$ cat config.mk
export PLATFORM = sky130hd
export DESIGN_NAME = ex_mem_stall_flat
export DESIGN_NICKNAME = d
export VERILOG_FILES = /design/src/rtl/ex_mem_stall_if.sv /design/src/rtl/ex_mem_stall.sv /design/src/flat_wrapper.sv
export SDC_FILE = /design/constraint.sdc
export NUM_CORES = 1
export LEC_CHECK = 0
export ABC_AREA = 1
export BUFFER_PORTS_ARGS = -buffer_cell sky130_fd_sc_hd__buf_2
export CORE_UTILIZATION = 35
export DETAILED_ROUTE_END_ITERATION = 8
export MAX_ROUTING_LAYER = met4
export PLACE_DENSITY = 0.77
export SETUP_SLACK_MARGIN = 0.3
export SYNTH_ARGS = -nofsm -noshare
export SYNTH_HDL_FRONTEND = slang
export SYNTH_SLANG_ARGS = --single-unit
$ cat constraint.sdc
create_clock -name clk -period 2.25 [get_ports clk]
set_clock_uncertainty 0.15 [all_clocks]
set_input_delay 0.1125 -clock clk [delete_from_list [all_inputs] [get_ports clk]]
set_output_delay 0.1125 -clock clk [all_outputs]
set_load 0.02 [all_outputs]
$ cat src/rtl/ex_mem_stall_if.sv
`default_nettype none
// ============================================================================
//  Module   : ex_mem_stall_if
//  Purpose  : EX -> MEM pipeline-register bundle. It carries the EX-side payload,
//             the registered MEM-side payload, the MADD/MSUB loop-back state and
//             the bubble counter.
//  Revision : 1.0  initial release
// ============================================================================
interface ex_mem_stall_if #(
    parameter int DATA_W = 32,
    parameter int ADDR_W = 5,
    parameter int CNT_W  = 2,
    parameter int PERF_W = 16
);
    // EX-stage side
    logic [ADDR_W-1:0]   ex_waddr;
    logic                ex_reg_we;
    logic [DATA_W-1:0]   ex_alu_res;
    logic                ex_hi_we;
    logic                ex_lo_we;
    logic [DATA_W-1:0]   ex_hi;
    logic [DATA_W-1:0]   ex_lo;
    logic [2*DATA_W-1:0] ex_acc_tmp;
    logic [CNT_W-1:0]    ex_cnt;

    // MEM-stage side and loop-back to EX
    logic [ADDR_W-1:0]   mem_waddr;
    logic                mem_reg_we;
    logic [DATA_W-1:0]   mem_alu_res;
    logic                mem_hi_we;
    logic                mem_lo_we;
    logic [DATA_W-1:0]   mem_hi;
    logic [DATA_W-1:0]   mem_lo;
    logic                mem_valid;
    logic [2*DATA_W-1:0] acc_tmp_o;
    logic [CNT_W-1:0]    cnt_o;
    logic [PERF_W-1:0]   bubble_cnt;

    // Execute stage: drives the payload and consumes the registered results
    modport master (
        output ex_waddr, ex_reg_we, ex_alu_res, ex_hi_we, ex_lo_we,
               ex_hi, ex_lo, ex_acc_tmp, ex_cnt,
        input  mem_waddr, mem_reg_we, mem_alu_res, mem_hi_we, mem_lo_we,
               mem_hi, mem_lo, mem_valid, acc_tmp_o, cnt_o, bubble_cnt
    );

    // Pipeline register itself
    modport slave (
        input  ex_waddr, ex_reg_we, ex_alu_res, ex_hi_we, ex_lo_we,
               ex_hi, ex_lo, ex_acc_tmp, ex_cnt,
        output mem_waddr, mem_reg_we, mem_alu_res, mem_hi_we, mem_lo_we,
               mem_hi, mem_lo, mem_valid, acc_tmp_o, cnt_o, bubble_cnt
    );
endinterface
`default_nettype wire

$ cat src/rtl/ex_mem_stall.sv
`default_nettype none
// ============================================================================
//  Module   : ex_mem_stall
//  Purpose  : EX/MEM pipeline register with stall hold, bubble insertion,
//             flush, a valid flag, MADD/MSUB loop-back state and a saturating
//             bubble counter. All outputs are registered.
//  Revision : 1.0  initial release
// ============================================================================
module ex_mem_stall #(
    parameter int DATA_W = 32,
    parameter int ADDR_W = 5,
    parameter int CNT_W  = 2,
    parameter int PERF_W = 16
) (
    input  wire logic        clk,
    input  wire logic        rst,
    input  wire logic        stall_ex_i,
    input  wire logic        stall_mem_i,
    input  wire logic        flush_i,
    ex_mem_stall_if.slave    bus
);

    localparam logic [PERF_W-1:0] c_PERF_ONE = {{(PERF_W-1){1'b0}}, 1'b1};

    logic [ADDR_W-1:0]   waddr_q,   waddr_d;
    logic                reg_we_q,  reg_we_d;
    logic [DATA_W-1:0]   alu_res_q, alu_res_d;
    logic                hi_we_q,   hi_we_d;
    logic                lo_we_q,   lo_we_d;
    logic [DATA_W-1:0]   hi_q,      hi_d;
    logic [DATA_W-1:0]   lo_q,      lo_d;
    logic                valid_q,   valid_d;
    logic [2*DATA_W-1:0] acc_q,     acc_d;
    logic [CNT_W-1:0]    cnt_q,     cnt_d;
    logic [PERF_W-1:0]   bubble_q,  bubble_d;

    // Next-state selection. Priority is flush, then MEM stall (hold), then EX stall (bubble), then capture.
    always_comb begin
        waddr_d   = waddr_q;
        reg_we_d  = reg_we_q;
        alu_res_d = alu_res_q;
        hi_we_d   = hi_we_q;
        lo_we_d   = lo_we_q;
        hi_d      = hi_q;
        lo_d      = lo_q;
        valid_d   = valid_q;
        acc_d     = acc_q;
        cnt_d     = cnt_q;
        bubble_d  = bubble_q;

        if (flush_i) begin
            // Flush beats a MEM stall so that a held write cannot leak through.
            waddr_d   = '0;
            reg_we_d  = 1'b0;
            alu_res_d = '0;
            hi_we_d   = 1'b0;
            lo_we_d   = 1'b0;
            hi_d      = '0;
            lo_d      = '0;
            valid_d   = 1'b0;
            acc_d     = '0;
            cnt_d     = '0;
        end else if (stall_mem_i) begin
            // Hold everything, including the loop-back state and the counter.
        end else if (stall_ex_i) begin
            waddr_d   = '0;
            reg_we_d  = 1'b0;
            alu_res_d = '0;
            hi_we_d   = 1'b0;
            lo_we_d   = 1'b0;
            hi_d      = '0;
            lo_d      = '0;
            valid_d   = 1'b0;
            // Partial MADD/MSUB product survives only across consecutive EX stalls.
            acc_d     = bus.ex_acc_tmp;
            cnt_d     = bus.ex_cnt;
            if (!(&bubble_q)) begin
                bubble_d = bubble_q + c_PERF_ONE;
            end
        end else begin
            waddr_d   = bus.ex_waddr;
            reg_we_d  = bus.ex_reg_we;
            alu_res_d = bus.ex_alu_res;
            hi_we_d   = bus.ex_hi_we;
            lo_we_d   = bus.ex_lo_we;
            hi_d      = bus.ex_hi;
            lo_d      = bus.ex_lo;
            valid_d   = 1'b1;
            acc_d     = '0;
            cnt_d     = '0;
        end
    end

    // State register with synchronous reset that clears every output.
    always_ff @(posedge clk) begin
        if (rst) begin
            waddr_q   <= '0;
            reg_we_q  <= 1'b0;
            alu_res_q <= '0;
            hi_we_q   <= 1'b0;
            lo_we_q   <= 1'b0;
            hi_q      <= '0;
            lo_q      <= '0;
            valid_q   <= 1'b0;
            acc_q     <= '0;
            cnt_q     <= '0;
            bubble_q  <= '0;
        end else begin
            waddr_q   <= waddr_d;
            reg_we_q  <= reg_we_d;
            alu_res_q <= alu_res_d;
            hi_we_q   <= hi_we_d;
            lo_we_q   <= lo_we_d;
            hi_q      <= hi_d;
            lo_q      <= lo_d;
            valid_q   <= valid_d;
            acc_q     <= acc_d;
            cnt_q     <= cnt_d;
            bubble_q  <= bubble_d;
        end
    end

    assign bus.mem_waddr   = waddr_q;
    assign bus.mem_reg_we  = reg_we_q;
    assign bus.mem_alu_res = alu_res_q;
    assign bus.mem_hi_we   = hi_we_q;
    assign bus.mem_lo_we   = lo_we_q;
    assign bus.mem_hi      = hi_q;
    assign bus.mem_lo      = lo_q;
    assign bus.mem_valid   = valid_q;
    assign bus.acc_tmp_o   = acc_q;
    assign bus.cnt_o       = cnt_q;
    assign bus.bubble_cnt  = bubble_q;

endmodule
`default_nettype wire
$ cat src/flat_wrapper.sv
// flat-port wrapper written by rule: the top's interface ports become plain ports
module ex_mem_stall_flat 
#(
    parameter int DATA_W = 32,
    parameter int ADDR_W = 5,
    parameter int CNT_W  = 2,
    parameter int PERF_W = 16
)
  (clk, rst, stall_ex_i, stall_mem_i, flush_i, bus_ex_waddr, bus_ex_reg_we, bus_ex_alu_res, bus_ex_hi_we, bus_ex_lo_we, bus_ex_hi, bus_ex_lo, bus_ex_acc_tmp, bus_ex_cnt, bus_mem_waddr, bus_mem_reg_we, bus_mem_alu_res, bus_mem_hi_we, bus_mem_lo_we, bus_mem_hi, bus_mem_lo, bus_mem_valid, bus_acc_tmp_o, bus_cnt_o, bus_bubble_cnt);
  ex_mem_stall_if #(.DATA_W(DATA_W), .ADDR_W(ADDR_W), .CNT_W(CNT_W), .PERF_W(PERF_W)) bus_i ();
  input  wire logic clk;
  input  wire logic rst;
  input  wire logic stall_ex_i;
  input  wire logic stall_mem_i;
  input  wire logic flush_i;
  input wire logic [$bits(bus_i.ex_waddr)-1:0] bus_ex_waddr;
  input wire logic [$bits(bus_i.ex_reg_we)-1:0] bus_ex_reg_we;
  input wire logic [$bits(bus_i.ex_alu_res)-1:0] bus_ex_alu_res;
  input wire logic [$bits(bus_i.ex_hi_we)-1:0] bus_ex_hi_we;
  input wire logic [$bits(bus_i.ex_lo_we)-1:0] bus_ex_lo_we;
  input wire logic [$bits(bus_i.ex_hi)-1:0] bus_ex_hi;
  input wire logic [$bits(bus_i.ex_lo)-1:0] bus_ex_lo;
  input wire logic [$bits(bus_i.ex_acc_tmp)-1:0] bus_ex_acc_tmp;
  input wire logic [$bits(bus_i.ex_cnt)-1:0] bus_ex_cnt;
  output wire logic [$bits(bus_i.mem_waddr)-1:0] bus_mem_waddr;
  output wire logic [$bits(bus_i.mem_reg_we)-1:0] bus_mem_reg_we;
  output wire logic [$bits(bus_i.mem_alu_res)-1:0] bus_mem_alu_res;
  output wire logic [$bits(bus_i.mem_hi_we)-1:0] bus_mem_hi_we;
  output wire logic [$bits(bus_i.mem_lo_we)-1:0] bus_mem_lo_we;
  output wire logic [$bits(bus_i.mem_hi)-1:0] bus_mem_hi;
  output wire logic [$bits(bus_i.mem_lo)-1:0] bus_mem_lo;
  output wire logic [$bits(bus_i.mem_valid)-1:0] bus_mem_valid;
  output wire logic [$bits(bus_i.acc_tmp_o)-1:0] bus_acc_tmp_o;
  output wire logic [$bits(bus_i.cnt_o)-1:0] bus_cnt_o;
  output wire logic [$bits(bus_i.bubble_cnt)-1:0] bus_bubble_cnt;
  assign bus_i.ex_waddr = bus_ex_waddr;
  assign bus_i.ex_reg_we = bus_ex_reg_we;
  assign bus_i.ex_alu_res = bus_ex_alu_res;
  assign bus_i.ex_hi_we = bus_ex_hi_we;
  assign bus_i.ex_lo_we = bus_ex_lo_we;
  assign bus_i.ex_hi = bus_ex_hi;
  assign bus_i.ex_lo = bus_ex_lo;
  assign bus_i.ex_acc_tmp = bus_ex_acc_tmp;
  assign bus_i.ex_cnt = bus_ex_cnt;
  assign bus_mem_waddr = bus_i.mem_waddr;
  assign bus_mem_reg_we = bus_i.mem_reg_we;
  assign bus_mem_alu_res = bus_i.mem_alu_res;
  assign bus_mem_hi_we = bus_i.mem_hi_we;
  assign bus_mem_lo_we = bus_i.mem_lo_we;
  assign bus_mem_hi = bus_i.mem_hi;
  assign bus_mem_lo = bus_i.mem_lo;
  assign bus_mem_valid = bus_i.mem_valid;
  assign bus_acc_tmp_o = bus_i.acc_tmp_o;
  assign bus_cnt_o = bus_i.cnt_o;
  assign bus_bubble_cnt = bus_i.bubble_cnt;
  ex_mem_stall #(.DATA_W(DATA_W), .ADDR_W(ADDR_W), .CNT_W(CNT_W), .PERF_W(PERF_W)) u_core (.clk(clk), .rst(rst), .stall_ex_i(stall_ex_i), .stall_mem_i(stall_mem_i), .flush_i(flush_i), .bus(bus_i));
endmodule
# Word level (Yosys, flattened, before mapping)

Cells that the tools add are included.

Add/subtract/negate cells: 1
Mux-type cells: 10
Bitwise gates (word level): 3
Reduce and logical (&&, ||, !) cells: 3

Operators by type and width:

| operator                                       | number |
|---|---|
| two-way mux 32 bit                             | 3 |
| two-way mux 64 bit                             | 1 |
| adder 16 x 1 -> 16 bit (second input constant) | 1 |
| AND reduction 16 bit                           | 1 |
| two-way mux 5 bit                              | 1 |
| two-way mux 1 bit                              | 4 |
| AND reduction 4 bit                            | 1 |
| inverter 1 bit                                 | 3 |
| two-way mux 2 bit                              | 1 |
| OR reduction 2 bit                             | 1 |

Bits in registers: 187
Input port bits: 175
Output and inout bits: 187
Word-level logic and storage cells: 28

# Logic depth before layout (Yosys ltp)

Gate-level depths: netlist of the first run.

Depth after elaboration: 3
Mapped depth: 10
Depth with buffers taken out: 10

# Worst setup path before layout of the first run

OpenSTA, ideal clock, no wires.

Kind: reg2reg
From: register u_core.bubble_q[0], in the netlist u_core.bus.bubble_cnt[0]
To: register u_core.bubble_q[13], in the netlist u_core.bus.bubble_cnt[13]
Setup time: 115 ps
Arrival time: 1415 ps
Required time: 1985 ps
Setup slack: 570 ps
Stages on the path, launching flop included: 10
Buffers on the path: 1
Period minus slack after synthesis: 1680 ps
Cell sequence: dfxtp_1 > ha_1 > inv_1 > nor2_1 > nand2_1 > nor2_2 > nor2_2 > buf_6 > a21oi_1 > nor2_1

Word-level cells in the longest chain between the ends: 3
Elaborated cells on any way between the ends: 4
Those cells by class: add/sub (1); bitwise (1); reduce/logical (2)

RTL lines:

| element                                                                        | line                | text |
|---|---|---|
| start, declared                                                                | ex_mem_stall.sv:35  | `logic [PERF_W-1:0] bubble_q, bubble_d;` |
| start signal, assigned                                                         | ex_mem_stall.sv:119 | `bubble_q <= bubble_d;` |
| parallel branches: the longest is 3 deep, another holds adder 16 x 1 -> 16 bit | n/a                 |  |

Several ways; the timed one is not identified.
A chain may end at the register's enable or synchronous reset.

==> metrics.yaml, run 1 <==
p_sw_uw: 1854
first_pass_iters: 5
ys_seq_area_frac: 0.5472
cts-root-buf: "clkbuf_16"
crit_path_end_kind: "register"
post-route-drc-count: 0
syn_area_sq_mm: 0.006842
max_cap_viol_count: 0
initial_core_util: 0.3609
grt_pass1_vias: 7821
setup_ws_ps: 514.9
status: "complete, no violations"
r2r_cells: 10
syn_inst: 915
io-pin-count: 362
dr_total_vias: 8066
fill_cells: 1528
ant_nets: 0
synth_nets: 1091
grt_pass1_wl_um: 37050
p_int_uw: 5315
final_nets: 1604
holdPathStages: 6
p_leak_uw: 0.005105
comb_power_share: 0.123
clk_latency_ps: 410
switching_share: 0.2586
h-tree-depth: 4
setup_viol: 0
synth_seq_cells: 187
wirelength_um: 23830
clk_pin_slew_ps: 70
rsz0062_at_grt: "false"
die-area_sq_mm: 0.02011
yosys_warnings: 0
grt_overflow: 0
critPathRequiredTime_ps: 2440
cp-start-kind: "input port"
pre_cts_ws_ps: 570.5
cts_resized: 0
slew_violations: 0
die_width_um: 141.8
max_slew.worst_pin.slew_ps: 808.4
clockPowerShare: 0.402
hold_class: "input port to register"
area_growth_pct: 64.67
cts_tree: "built"
max_slew_margin: 0.4611
worst_ep_arrival_time_ps: 1930
peakVddDrop_mv: 0.4576
synth_area_per_cell_sq_um: 7.477
port_buffers: 361
clkSinkCount: 187
crit_path_max_fanout: 7
place_hpwl_um: 13730
pwr-share-seq: 0.475
clock.fmax_mhz: 576.3
insertedDiodeCount: 0
numCtsBuffers: 17
grt_max_degree: 171
cts_setup_buffers: 0
ys_types: 20
finalCriticalPeriod_ps: 1735
post-route-period-util: 0.7712
finalWeightedCongestion: 0.8453
antenna_found_initial: 0
rows: 50
tns_ps: 0
wl_per_cell_um: 14.01
via_per_inst: 4.742
p_per_area_mw_per_mm2: 636.3
die_h_um: 141.8
cts_buffer_depth: 2
drtIter0Drc: 418
path_class: "input port to register"
hold_viol_final: 0
drive_gt1_frac: 0.2908
groute.usage.overall: 0.2355
ctsHoldBuffers: 177
core_area_sq_mm: 0.01896
==> logic make-up (layout without fill, tap and decap cells) <==
logic type | count (synthesis) | after routing | share of synthesized area
simple gates | 461 | 461 | 0.2637
flops | 187 | 187 | 0.5472
compound gates | 177 | 177 | 0.1295
buf+inv | 89 | 615 | 0.05779
fa+ha+maj | 1 | 1 | 0.001829
==> cell type report <==
type	instances	area, sq um	share of cell area
clock buffer	19	442.9	0.03932
clock inverter	13	128.9	0.01144
inverter	31	116.4	0.01033
multi-input combinational	639	2710	0.2406
sequential	187	3744	0.3323
tap	260	325.3	0.02888
timing repair buffer	552	3799	0.3372
==> final timing paths <==
path / start / endpoint / slack [ps]
setup / recovery: stall_mem_i / u_core.bus.mem_waddr[0] / 510
hold / removal: stall_ex_i / u_core.bus.bubble_cnt[2] / 120
setup reg to reg: u_core.bus.bubble_cnt[0] / u_core.bus.bubble_cnt[15] / 570
hold reg to reg: u_core.bus.mem_lo[14] / u_core.bus.mem_lo[14] / 310
==> cell usage after synthesis <==
| library cell | instances | share of area |
|---|---|---|
| nand2_1 | 390 | 0.21 |
| dfxtp_1 | 187 | 0.55 |
| a21oi_1 | 177 | 0.13 |
| nor2_1 | 36 | 0.020 |
| inv_1 | 29 | 0.016 |
| clkbuf_1 | 26 | 0.014 |
| buf_2 | 25 | 0.018 |
| nand3_1 | 21 | 0.015 |
| buf_4 | 6 | 0.0066 |
| nor2_2 | 5 | 0.0046 |
| nand2_2 | 3 | 0.0027 |
| nand3_2 | 2 | 0.0029 |
| buf_6 | 1 | 0.0016 |
| clkinv_1 | 1 | 0.00055 |
| ha_1 | 1 | 0.0018 |
| inv_2 | 1 | 0.00055 |
| nand3b_1 | 1 | 0.0011 |
| nand4_1 | 1 | 0.00091 |
| nor2_4 | 1 | 0.0016 |
| nor3_1 | 1 | 0.00073 |
==> critical path: stages <==
cell and delay, ps:
dlygate4sd3_1 540, buf_4 160, nor2_4 290, nand2_1 110
dlygate4sd3_1 590, a21oi_1 120
==> cell usage in the layout, fill, tap and decap left out, types with 2 or more instances in the layout <==
master,synthesis,routed
nor2_2,5,5
inv_1,29,29
clkinv_4,0,6
a21oi_1,177,177
nand2_2,3,3
inv_8,0,3
nand3_1,21,21
dlygate4sd3_1,0,177
dfxtp_1,187,187
nor2_1,36,36
buf_2,25,360
buf_12,0,9
nand2_1,390,389
nand3_2,2,2
inv_6,0,3
clkbuf_16,0,17
buf_4,6,6
==> state kept, by name, indices dropped and copies added (netlist names) <==
signal / count
u_core.bus.mem_valid: 1
u_core.bus.mem_waddr: 5
u_core.bus.mem_hi: 32
u_core.bus.acc_tmp_o: 64
u_core.bus.bubble_cnt: 16
u_core.bus.mem_reg_we: 1
u_core.bus.mem_lo_we: 1
u_core.bus.cnt_o: 2
u_core.bus.mem_lo: 32
u_core.bus.mem_alu_res: 32
u_core.bus.mem_hi_we: 1
==> per-stage QoR <==
stage | instances | power [uW] | util | instance area (sq um) | hold slack [ps]
finish | 1701 | 7169 | 0.5943 | 11270 | 117.5
global route | 1701 | 7453 | 0.5943 | 11270 | 145.1
CTS | 1701 | 7216 | 0.5943 | 11270 | 92.23
detailed placement | 1492 | 4097 | 0.4707 | 8922 | 145.6
global placement | 1492 | 4090 | 0.4707 | 8922 | 144.4
floorplan | 915 | 3800 | - | 6842 | 34.02
==> power by group through the flow <==
stage | logic, uW | registers [uW] | clock network (uW)
floorplan | 243 | 3560 | 0
global placement | 616 | 3470 | 0
detailed placement | 620 | 3480 | 0
CTS | 860 | 3400 | 2960
global route | 947 | 3410 | 3100
finish | 884 | 3400 | 2880
==> routing by layer <==
metal  global-route usage  vias up  part of all wire
met5                    -        -                 0
li1                     -     3922                 -
met2               0.4148      397              0.51
met4               0.1126        0             0.034
met3              0.05400       79             0.076
met1               0.2488     3668              0.38
Note: power is estimated with default switching activity, not from simulation.
==> inputs of run 2 (changes only) <==
- ABC_AREA: 1 -> 0
- CORE_AREA: unset -> 2 2 139 141
- CORE_UTILIZATION: 35 -> unset
- DIE_AREA: unset -> 0 0 141 143
- clock period: 2.25 -> 1.7 ns (I/O delays scaled with it)
==> run 2 against run 1 <==
Against the previous run: the run now ends with negative setup slack left; final cell count is 14% lower; global-route usage is 0.55 points higher; die area is 0.26% higher; combinational power up 37%; flip-flop and latch count unchanged; highest routed layer unchanged; clock-buffer cell count is 1 lower.
==> metrics.yaml, run 2 <==
yosys_warnings: 0  # unchanged
yosysMostFrequentCell: "dfxtp_1"
initial_core_util: 0.3468  # -0.01412
grt_max_degree: 78  # -54%
cts_buffer_depth: 2  # unchanged
core_area_sq_mm: 0.01858  # -2.0%
antenna_found_initial: 0  # unchanged
clk_latency_ps: 420  # about the same
numCtsBuffers: 17  # unchanged
cts-root-buf: "clkbuf_16"
final_nets: 1394  # -13%
port_buffers: 361  # unchanged
first_pass_iters: 5  # unchanged
io-pin-count: 362  # unchanged
insertedDiodeCount: 0  # unchanged
syn_area_sq_mm: 0.006444  # -5.8%
synthSimpleGateAreaFrac: 0.1553  # -0.1084
stdcell_area_sq_mm: 0.01131  # +0.42%
clk_pin_slew_ps: 70  # about the same
groute.usage.overall: 0.2410  # +0.005519
synth_area_per_cell_sq_um: 9.575  # +28%
drtIter0Drc: 435  # +4.1%
worstHoldStart: "flush_i"
clkSinkCount: 187  # unchanged
violations: "negative setup slack"
rsz0062_at_grt: "true"
fill_cells: 1401  # -8.3%
synth_top_area_frac: 0.5810  # +0.03379
finalWeightedCongestion: 0.8333  # -1.4%
wl_per_cell_um: 16.78  # +20%
dpl_cell_area_sq_mm: 0.008837  # -0.95%
grt_pass1_vias: 7523  # -3.8%
slew_violations: 0  # unchanged
synth_edf_count: 0  # unchanged
ant_nets: 0  # unchanged
rows: 50  # unchanged
via_per_inst: 5.068  # +6.9%
setup_ws_ps: -26.72  # -541.6 ps
ys_types: 37  # +85%
wl_met3_um: 1724  # -4.3%
status: "finished, violations left"
drive_gt1_frac: 0.3992  # +0.1084
p_per_area_mw_per_mm2: 841.5  # +32%
met1_length_um: 9373  # +4.1%
setup_viol: 5  # +5
route.met2.wl_um: 12760  # +4.6%
cp-start-kind: "register"
r2r_start: "u_core.bus.bubble_cnt[0]"
wirelength_um: 24560  # +3.1%
r2r_cells: 6  # -4
grt_pass1_wl_um: 37900  # +2.3%
synth_nets: 849  # -22%
crit_path_end_kind: "register"
dr_total_vias: 7420  # -8.0%
critical_path.reg2reg.endpoint: "u_core.bus.bubble_cnt[7]"
reg2reg_setup_slack_ps: -30  # -600 ps
cts_tree: "built"
grt_overflow: 0  # unchanged
synth_fa_ha_area_frac: 0.001942  # +0.0001129
max_slew_margin: 0.5427  # +0.08165
async_flop_share: 0  # unchanged
worst_ep_arrival_time_ps: 1890  # -40 ps
max_slew.worst_pin.slew_ps: 685.9  # -122.5 ps
syn_inst: 673  # -26%
hold_viol_final: 0  # unchanged
hold_end: "u_core.bus.bubble_cnt[11]"
finalCriticalPeriod_ps: 1727
h-tree-depth: 4  # unchanged
muxShareOfSynthArea: 0.001748  # +0.001748
die_width_um: 141  # -0.57%
power_uw: 9520  # +33%
post-route-drc-count: 0  # unchanged
fin_util: 0.6089  # +0.01457
synth_top_family_by_area: "compound AO/OA/AOI/OAI gates"
synth_compound_gate_area_share: 0.2243  # +0.09479
routed.top_layer: "met4"
post-route-period-util: 1.016
final_common_cell: "buf_2"
place_hpwl_um: 14250  # +3.8%
synth_common_cells: "dfxtp_1 (187), nor2_1 (174), a22oi_1 (170)"
synth-main-ff-cell: "dfxtp_1"
ys_seq_area_frac: 0.5810  # +0.03379
synth_area_leaders: "dfxtp_1 (58%), a22oi_1 (20%), nor2_1 (10%), clkbuf_1 (3.3%), a21oi_1 (1.0%)"
p_leak_uw: 0.005179  # +1.4%
die-area_sq_mm: 0.02016  # +0.26%
crit_path_max_fanout: 5  # -2
yosysTopAreaCell: "dfxtp_1"
holdPathStages: 6  # unchanged
critPathRequiredTime_ps: 1860  # -580 ps
synth_seq_cells: 187  # unchanged
max_cap_viol_count: 0  # unchanged
path_class: "register to register"
synthXorXnorAreaFrac: 0  # unchanged
clock.fmax_mhz: 579.1
hold_class: "input port to register"
largest_reg_flops: 64  # unchanged
area_growth_pct: 75.57
die_h_um: 143  # +0.84%
peakVddDrop_mv: 0.6411  # +40%
layout_common_cells: "buf_2 (360), nor2_1 (173), dfxtp_1 (173), dlygate4sd3_1 (171), a22oi_1 (170)"
[run 2: changes by cell type in the layout (fill, tap and decap cells not counted), moves of 28 or more]
cell	previous run	this run
a21oi_1	177	7
nand2_1	389	2
inv_1	29	1
buf_4	6	37
a22oi_1	0	170
nor2_1	36	173
[run 2: routing by layer]
layer  up-vias  track usage
met5         -            -
met4         0      0.09474
met3        53      0.06137
met2       360       0.4244
met1      3482       0.2618
li1       3525            -
[run 2: how the worst max path moves through the flow]
stage                                  start                         to  slack, ps
CTS                 u_core.bus.bubble_cnt[7]   u_core.bus.bubble_cnt[7]        -30
detailed placement               stall_mem_i  u_core.bus.bubble_cnt[13]        -70
finish              u_core.bus.bubble_cnt[0]   u_core.bus.bubble_cnt[7]        -30
global route        u_core.bus.bubble_cnt[0]   u_core.bus.bubble_cnt[7]       -100
floorplan           u_core.bus.bubble_cnt[1]   u_core.bus.bubble_cnt[1]        -30
global placement                 stall_mem_i  u_core.bus.bubble_cnt[13]        -50
[run 2: worst max-delay path, stage by stage (launching register included)]
cell	delay [ps]
dfxtp_4	370
ha_4	140
nand4_1	150
nor4_4	340
buf_6	170
nor3_2	40
mux2_2	260
[run 2: cell type report]
| cell class | instances | area (sq um) | area share |
|---|---|---|---|
| clock buffer | 18 | 439.2 | 0.03882 |
| timing repair buffer | 586 | 4055 | 0.3584 |
| clock inverter | 13 | 125.1 | 0.01106 |
| sequential | 187 | 3784 | 0.3344 |
| tap | 234 | 292.8 | 0.02588 |
| inverter | 1 | 3.754 | 0.0003318 |
| multi-input combinational | 425 | 2614 | 0.2310 |
[run 2: cell families (layout without fill, tap and decap cells)]
kind of cell	after synthesis	in the layout
and+or+nand+nor	224	224
DFF	187	187
adders and majority gates	1	1
buffers and inverters	61	618
muxes	1	1
AOI/OAI and AO/OA	199	199
[run 2: power by group]
part	internal, uW	total, uW	switching (uW)
Sequential	4450	4490	45.2
Combinational	627	1210	584
Clock	1970	3820	1840
Total	7050	9520	2470
[run 2: stage by stage]
stage,hold slack [ps],setup WS (ps),std cells,TNS [ps]
3_5_place_dp,172.7,-70.37,1248,-173.8
5_1_grt,24.70,-101.7,1464,-696.1
3_3_place_gp,161.7,-52.64,1248,-90.68
6_report,18.25,-26.72,1464,-72.03
4_1_cts,-17.00,-31.54,1461,-31.54
2_1_floorplan,79.08,-27.92,673,-53.31
[run 2: what timing repair did]
item | CTS | global route
resized for setup | 17 | 14
endpoints found under the setup margin | 16 | 17
buffers inserted | 10 | 3
hold buffers | 171 | 0
pin swaps | 12 | 15
cloned | 1 | 0
endpoints found under the hold margin | 184 | 0
